==> config.mk <==
export PLATFORM = sky130hd
export DESIGN_NAME = contact_scheduler
export DESIGN_NICKNAME = d
export VERILOG_FILES = /design/src/rtl/contact_scheduler.sv
export SDC_FILE = /design/constraint.sdc
export NUM_CORES = 1
export LEC_CHECK = 0
export BUFFER_PORTS_ARGS = -buffer_cell sky130_fd_sc_hd__clkbuf_2
export CAP_MARGIN = 20
export CORE_MARGIN = 3
export CORE_UTILIZATION = 55
export CTS_CLUSTER_SIZE = 12
export DETAILED_ROUTE_END_ITERATION = 8
export GPL_TIMING_DRIVEN = 0
export PLACE_DENSITY = 0.78
export SLEW_MARGIN = 10
export SYNTH_ARGS = -nofsm -noshare
export SYNTH_HDL_FRONTEND = slang
export SYNTH_SLANG_ARGS = --single-unit
==> constraint.sdc <==
create_clock -name clk -period 4.9 [get_ports clk]
set_input_delay 0.245 -clock clk [delete_from_list [all_inputs] [get_ports clk]]
set_output_delay 0.245 -clock clk [all_outputs]
set_load 0.1 [all_outputs]
==> src/rtl/contact_scheduler.sv <==
// Prime-pulse sequencer: emits primes 2..MAX_PRIME as pulse-count commands over valid/ready.
// Trial division by repeated subtraction; command outputs are registered and held until accepted.
module contact_scheduler #(
  parameter int MAX_PRIME = 31,
  parameter int CNT_WIDTH = 8
) (
  input  logic                 clk,
  input  logic                 rst,
  input  logic                 enable,
  input  logic                 one_shot,
  output logic                 cmd_valid,
  input  logic                 cmd_ready,
  output logic [CNT_WIDTH-1:0] cmd_count,
  output logic                 cmd_last,
  output logic                 busy,
  output logic                 seq_done,
  output logic [31:0]          seq_cnt
);

  function automatic int calc_last_prime(int m);
    int  lp;
    bit  prime;
    lp = 2;
    for (int c = 2; c <= m; c++) begin
      prime = 1'b1;
      for (int d = 2; d * d <= c; d++)
        if (c % d == 0) prime = 1'b0;
      if (prime) lp = c;
    end
    return lp;
  endfunction

  localparam int                   LAST_PRIME = calc_last_prime(MAX_PRIME);
  localparam logic [CNT_WIDTH-1:0] LAST_C     = CNT_WIDTH'(LAST_PRIME);
  localparam logic [CNT_WIDTH-1:0] TWO        = CNT_WIDTH'(2);
  localparam logic [CNT_WIDTH:0]   MAX_C      = (CNT_WIDTH+1)'(MAX_PRIME);

  typedef enum logic [2:0] {S_IDLE, S_NEXT, S_TEST, S_DIV, S_ISSUE, S_END} state_t;

  state_t                 state_q, state_d;
  logic [CNT_WIDTH-1:0]   cand_q, cand_d;
  logic [CNT_WIDTH-1:0]   div_q, div_d;
  logic [CNT_WIDTH-1:0]   res_q, res_d;
  logic                   os_q, os_d;
  logic                   blk_q, blk_d;
  logic                   valid_q, valid_d;
  logic                   last_q, last_d;
  logic                   done_q, done_d;
  logic [31:0]            seq_cnt_q, seq_cnt_d;
  logic [CNT_WIDTH:0]     cand_nxt;
  logic [2*CNT_WIDTH-1:0] div_sq;
  logic                   hs;

  assign cand_nxt = {1'b0, cand_q} + 1'b1;
  assign div_sq   = {{CNT_WIDTH{1'b0}}, div_q} * {{CNT_WIDTH{1'b0}}, div_q};
  assign hs       = valid_q && cmd_ready;

  always_comb begin
    state_d   = state_q;
    cand_d    = cand_q;
    div_d     = div_q;
    res_d     = res_q;
    os_d      = os_q;
    blk_d     = blk_q;
    // blk_q holds off a one-shot restart until enable has been seen low
    if (!enable) blk_d = 1'b0;
    case (state_q)
      S_IDLE: begin
        if (enable && !blk_q) begin
          os_d    = one_shot;
          cand_d  = TWO;
          state_d = S_ISSUE;
        end
      end
      S_NEXT: begin
        cand_d  = cand_nxt[CNT_WIDTH-1:0];
        div_d   = TWO;
        state_d = (cand_nxt > MAX_C) ? S_IDLE : S_TEST;
      end
      S_TEST: begin
        if (div_sq > {{CNT_WIDTH{1'b0}}, cand_q}) begin
          state_d = S_ISSUE;
        end else begin
          res_d   = cand_q;
          state_d = S_DIV;
        end
      end
      S_DIV: begin
        if (res_q >= div_q) begin
          res_d = res_q - div_q;
        end else if (res_q == '0) begin
          state_d = S_NEXT;
        end else begin
          div_d   = div_q + 1'b1;
          state_d = S_TEST;
        end
      end
      S_ISSUE: begin
        if (cmd_ready) state_d = last_q ? S_END : S_NEXT;
      end
      S_END: begin
        if (enable && !os_q) begin
          os_d    = one_shot;
          cand_d  = TWO;
          state_d = S_ISSUE;
        end else begin
          state_d = S_IDLE;
          if (enable) blk_d = 1'b1;
        end
      end
      default: state_d = S_IDLE;
    endcase
    valid_d   = (state_d == S_ISSUE);
    last_d    = valid_d && (cand_d == LAST_C);
    done_d    = hs && last_q;
    seq_cnt_d = seq_cnt_q + {31'd0, done_d};
  end

  always_ff @(posedge clk or negedge rst) begin
    if (!rst) begin
      state_q   <= S_IDLE;
      cand_q    <= '0;
      div_q     <= '0;
      res_q     <= '0;
      os_q      <= 1'b0;
      blk_q     <= 1'b0;
      valid_q   <= 1'b0;
      last_q    <= 1'b0;
      done_q    <= 1'b0;
      seq_cnt_q <= '0;
    end else begin
      state_q   <= state_d;
      cand_q    <= cand_d;
      div_q     <= div_d;
      res_q     <= res_d;
      os_q      <= os_d;
      blk_q     <= blk_d;
      valid_q   <= valid_d;
      last_q    <= last_d;
      done_q    <= done_d;
      seq_cnt_q <= seq_cnt_d;
    end
  end

  assign cmd_valid = valid_q;
  assign cmd_count = cand_q;
  assign cmd_last  = last_q;
  assign busy      = (state_q != S_IDLE);
  assign seq_done  = done_q;
  assign seq_cnt   = seq_cnt_q;

endmodule

==> After elaboration in Yosys (flattened, before gate mapping) <==
Index checks and enable logic that the tools add are counted.
{ "totals": {"regBits": 64, "latch_bits": 0, "ram_bits": 0, "mem_bits_ro": 0, "inputBits": 5, "elab_cells": 72, "mem_count": 0} }
{ "classes": {"addsub": 4, "multipliers": 1, "div_mod_pow": 0, "n_lt_le_gt_ge": 3, "n_eq_ne": 13, "n_shift": 0, "n_mux": 25, "bitwise_logic": 0, "n_reduce_logical": 16} }
{ "ops": {"columns": ["operator", "count"], "rows": [
  ["$mux 8", 6],
  ["$add 32x1->32", 1],
  ["$pmux 8 s2", 2],
  ["$pmux 8 s3", 1],
  ["$mux 3", 6],
  ["$pmux 3 s6", 1],
  ["$gt 16x8->1", 1],
  ["$mul 8x8->16", 1],
  ["$ne 2x2->1 const B", 6],
  ["$add 8x1->9 const B", 1],
  ["$eq 3x3->1 const B", 3],
  ["$gt 9x5->1 const B", 1],
  ["$reduce_and 3->1", 3],
  ["$add 8x1->8 const B", 1],
  ["$eq 8x5->1 const B", 1],
  ["$ge 8x8->1", 1],
  ["$logic_not 8->1", 1],
  ["$sub 8x8->8", 1],
  ["$eq 3x2->1 const B", 2],
  ["$mux 1", 6],
  ["$reduce_bool 2->1", 3],
  ["$logic_and 1x1->1", 5],
  ["$mux 2", 2],
  ["$eq 3x1->1 const B", 1],
  ["other kinds (4)", 5]
]} }

==> Depth between registers and ports, before layout <==
{ "logic_depth": {"ltp_word": 6, "ltp_mapped": 22} }

==> Least setup slack after synthesis <==
No wires, ideal clock.
{ "synth_timing": {"kind": "register to register", "from": "register div_q[1]", "to": "register res_q[2]", "setup_time_ns": 0.125, "t_arrival_ns": 5.258, "slack_ns": -0.483, "path_stages_with_launch": 20, "cell_sequence": "dfrtp_1 clkinv_1 nor2_1 fa_1 xor2_1 xnor2_1 fa_1 inv_1 fa_1 inv_1 ha_1 xnor2_1 ha_1 nand4_1 or4b_1 a22oi_1 o2111ai_2 nor3_4 nor2_4 mux2_4"} }
{ "synth_via": {"elab_chain_cells": 4, "word_cells_on_any_way": 9, "cone_classes": "1 x add/sub; 1 x mul; 2 x order compare; 2 x eq/ne; 2 x mux; 1 x reduce/logical"} }
{ "synth_lines": {"columns": ["item", "line", "text"], "rows": [
  ["from (decl)", "42", "logic [CNT_WIDTH-1:0] div_q, div_d;"],
  ["from (signal assigned)", "134", "div_q <= div_d;"],
  ["$mul 8x8->16", "55", "assign div_sq = {{CNT_WIDTH{1'b0}}, div_q} * {{CNT_WIDTH{1'b0}}, div_q};"],
  ["$gt 16x8->1", "81", "if (div_sq > {{CNT_WIDTH{1'b0}}, cand_q}) begin"],
  ["$ne 2x2->1 (no line)", null, null],
  ["$reduce_and 3->1 (no line)", null, null],
  ["to (signal assigned)", "135", "res_q <= res_d;"],
  ["to (decl)", "43", "logic [CNT_WIDTH-1:0] res_q, res_d;"]
]} }
Parallel ways exist; a longest one is shown, timed or not. The select of a mux whose other input is x is not followed.
A chain may end at the register's enable or synchronous reset.

==> Worst setup path in the final report <==
{ "layout_timing": {"from": "register div_q[2]", "to": "register res_q[2]"} }
The elaborated chain is that of the path after synthesis.

==> impl_metrics.py <==
metrics = {
    "critical_path": {
        "crit_start": "div_q[2]",
        "r2r-end": "res_q[2]",
        "timing.rr.start": "div_q[2]",
        "reg2reg_depth": 21,
        "cp.required_ns": 5.13,
        "setup.worst_path.start_class": "flip-flop",
        "critPathKind": "reg -> reg",
        "endpoint_kind": "flip-flop",
        "critPathArrivalTime_ns": 5.44,
        "rrSetupSlack_ns": -0.31,
        "critical_path.max_fanout": 7,
        "crit_end": "res_q[2]",
    },
    "finish": {
        "design_area_um2": 6340,
        "final_cells": 795,
        "fillers": 659,
        "area.growth.synth_to_final_pct": 21.4,
        "nets": 746,
        "drive_gt1_frac": 0.250,
        "diodes": 0,
    },
    "synthesis": {
        "synth-async-reset-ratio": 1.00,
        "synth_top_area_frac": 0.306,
        "synth_edf_count": 0,
        "yosys.area.top_type": "dfrtp_1",
        "synth-warning-count": 0,
        "synth_ff_type": "dfrtp_1",
        "seq_area_frac_synth": 0.306,
        "ys_ff_latch": 64,
        "yosysUniqueCellTypes": 65,
        "syn_avg_cell_area_um2": 9.15,
        "synthCells": 571,
        "synthTopCellsByArea": "dfrtp_1 (31%), ha_1 (12%), fa_1 (10%), xnor2_1 (5.5%), nand2_1 (4.5%)",
        "syn_nets": 653,
        "syn-cell-area_um2": 5230,
    },
    "timing": {
        "finalCriticalPeriod_ns": 5.21,
        "hold_viol": 0,
        "slew_violations": 0,
        "rsz0062_at_grt": "yes",
        "worst_pin_slew_ns": 0.766,
        "relSlewSlack": 0.485,
        "fin_crit_sh": 1.06,
        "setup_viol": 12,
        "clock_skew_ns": 0.0141,
        "finalWorstSetupSlack_ns": -0.315,
        "clock.fmax_mhz": 192,
    },
    "power_and_ir_drop": {
        "cellLeakagePower_nw": 3.11,
        "pwr_density_cell_nw_per_um2": 351,
        "peakVddDrop_v": 0.000278,
    },
    "clocking": {
        "cts-root-buf": "clkbuf_8",
        "cts_tree": "done",
        "clkTransAtPathRegs_ns": 0.08,
        "numCtsBuffers": 9,
        "clock_sinks": 64,
        "h-tree-depth": 3,
        "clockBufferDepth": 2,
        "insertion_delay_ns": 0.35,
    },
    "floorplan": {
        "coreArea_um2": 8980,
        "ioPinCount": 49,
        "die_w_um": 103,
        "rows": 34,
        "die_h_um": 103,
        "dieArea_um2": 10700,
        "start_util": 0.582,
    },
    "grt": {
        "grt_overflow": 0,
        "grt_pass1_wl_um": 21500,
        "grt_pass1_vias": 4719,
        "antenna_found_initial": 0,
        "track_usage": 0.258,
        "grt_max_degree": 37,
    },
    "status": {
        "failed_checks": "setup timing",
        "outcome": "finished with violations",
    },
    "detailed_routing": {
        "post-route-drc-count": 0,
        "detail-route-antenna-nets": 0,
        "vias": 4596,
        "viasPerCell": 5.78,
        "drt_iter0_drc": 294,
        "wl_per_cell_um": 16.7,
        "route.final.wire_length_um": 13300,
        "firstDrtPassIters": 9,
    },
    "placed_design": {
        "routabilityCongestion": 0.903,
        "dpl.cell_count": 746,
        "hpwl_um": 9690,
        "place_area_um2": 5740,
        "port_buffers": 48,
    },
    "worst_hold_path": {
        "hold_depth": 2,
        "hold_path_class": "in -> reg",
    },
    "job": {
        "maxCapViolCount": 0,
    },
}
power by group:
part,internal (mW),switching (mW)
Clock,0.199,0.228
Sequential,0.592,0.0770
Combinational,0.416,0.715
Total,1.21,1.02
logic make-up after synthesis:
kind of cell / after synthesis / synth area share
AOI/OAI and AO/OA: 94 / 0.125
buffers and inverters: 73 / 0.0529
muxes: 9 / 0.0215
adders and majority gates: 77 / 0.222
xor gates and xnor gates: 49 / 0.0821
DFF: 64 / 0.306
and+or+nand+nor: 205 / 0.191
worst max-delay path, cell delays in order (launching register included):
cell and delay (ns):
dfrtp_2 0.46, inv_6 0.09, fa_2 0.39, inv_2 0.06, fa_1 0.42, ha_1 0.29
inv_1 0.05, fa_1 0.54, inv_1 0.07, ha_4 0.23, a21o_1 0.19, a21oi_2 0.16
xnor2_2 0.08, ha_1 0.32, nand4_1 0.13, or4b_4 0.52, a22oi_2 0.20, o2111ai_2 0.19
nor3_4 0.18, buf_12 0.14, nor2_4 0.06, mux2_4 0.31
per-layer routing:
metal  routed length, um  track usage  part of all wire
met1                5400        0.308              0.41
met2                6760        0.456              0.51
met3                 741       0.0416             0.056
met4                 353        0.113             0.027
met5                   0            0                 0
per-stage QoR:
| step | worst slack, ns | hold WS [ns] | TNS, ns | total power [mW] | utilization |
|---|---|---|---|---|---|
| 2_1_floorplan | -0.120 | -0.0506 | -0.753 | 1.46 | - |
| 3_3_place_gp | -0.607 | 0.461 | -5.86 | 1.66 | 0.637 |
| 3_5_place_dp | -0.705 | 0.238 | -7.07 | 1.69 | 0.640 |
| 4_1_cts | -0.219 | 0.127 | -1.92 | 2.19 | 0.700 |
| 5_1_grt | -0.465 | 0.132 | -4.94 | 2.37 | 0.707 |
| 6_report | -0.315 | 0.135 | -3.01 | 2.23 | 0.707 |
cells in the final DEF, fill, tap and decap left out, types with 4 or more instances in the layout:
cell and n:
nor2_4 5, o22ai_1 4, nor2_1 45, a21oi_2 4, mux2_4 5, fa_1 23, nand2b_1 7, a21o_1 7
clkinv_4 5, nor3_1 8, nand4_1 10, nand3_1 26, nor4_1 6, a21oi_1 8, buf_4 28, o21ai_0 26
dfrtp_1 56, nor2b_1 7, o31ai_1 4, inv_1 53, xor2_1 15, dfrtp_2 8, ha_1 43, clkbuf_8 10
clkbuf_1 6, nor2_2 4, clkbuf_2 47, nand2_1 59, xnor2_1 32, ha_4 5, o211ai_1 5, inv_2 4
and3_1 10, buf_12 4
final cells by class:
type / instances / area [um^2] / share of cell area
inverter: 65 / 272 / 0.0428
multi-input combinational: 434 / 3530 / 0.557
buffer: 8 / 32.5 / 0.00513
sequential: 64 / 1610 / 0.254
timing repair buffer: 82 / 554 / 0.0874
tap: 126 / 158 / 0.0249
clock inverter: 6 / 43.8 / 0.00690
clock buffer: 10 / 138 / 0.0217
synthesized netlist by cell type, types with 3 or more instances:
cell type	n
xor2_1	16
nand2_1	62
o21ai_0	26
and3_1	10
nor2b_1	7
ha_1	51
nor4_1	6
o211ai_1	5
a31oi_1	3
nand4_1	10
o31ai_1	4
mux2i_1	3
mux2_4	4
clkinv_1	4
clkbuf_1	6
fa_1	26
nor3_1	8
a221o_1	3
dfrtp_1	64
nand2b_1	7
nand3_1	26
a21oi_1	12
nor2_1	53
o22ai_1	4
xnor2_1	33
a21o_1	7
inv_1	61
a22oi_1	3
repair_timing:
item                       4_1_cts  5_1_grt
buffers inserted                26        6
hold endpoints to repair        28        0
pin swaps                       24        2
hold buffers                     1        0
setup endpoints to repair       13       13
resized for setup               31        4
state kept, by name, summed over array words and instances (netlist names):
register / cells
blk_q: 1
cmd_count: 8
cmd_last: 1
cmd_valid: 1
div_q: 8
os_q: 1
res_q: 8
seq_cnt: 32
seq_done: 1
state_q: 3
how the worst min path moves through the flow:
| stage | from | endpoint | slack [ns] |
|---|---|---|---|
| 6_report | one_shot | os_q | 0.13 |
| 2_1_floorplan | rst | blk_q | -0.05 |
| 3_3_place_gp | seq_cnt[31] | seq_cnt[31] | 0.46 |
| 3_5_place_dp | rst | seq_cnt[15] | 0.24 |
| 4_1_cts | one_shot | os_q | 0.13 |
| 5_1_grt | one_shot | os_q | 0.13 |
No activity file was read; power rests on OpenSTA's default activity.
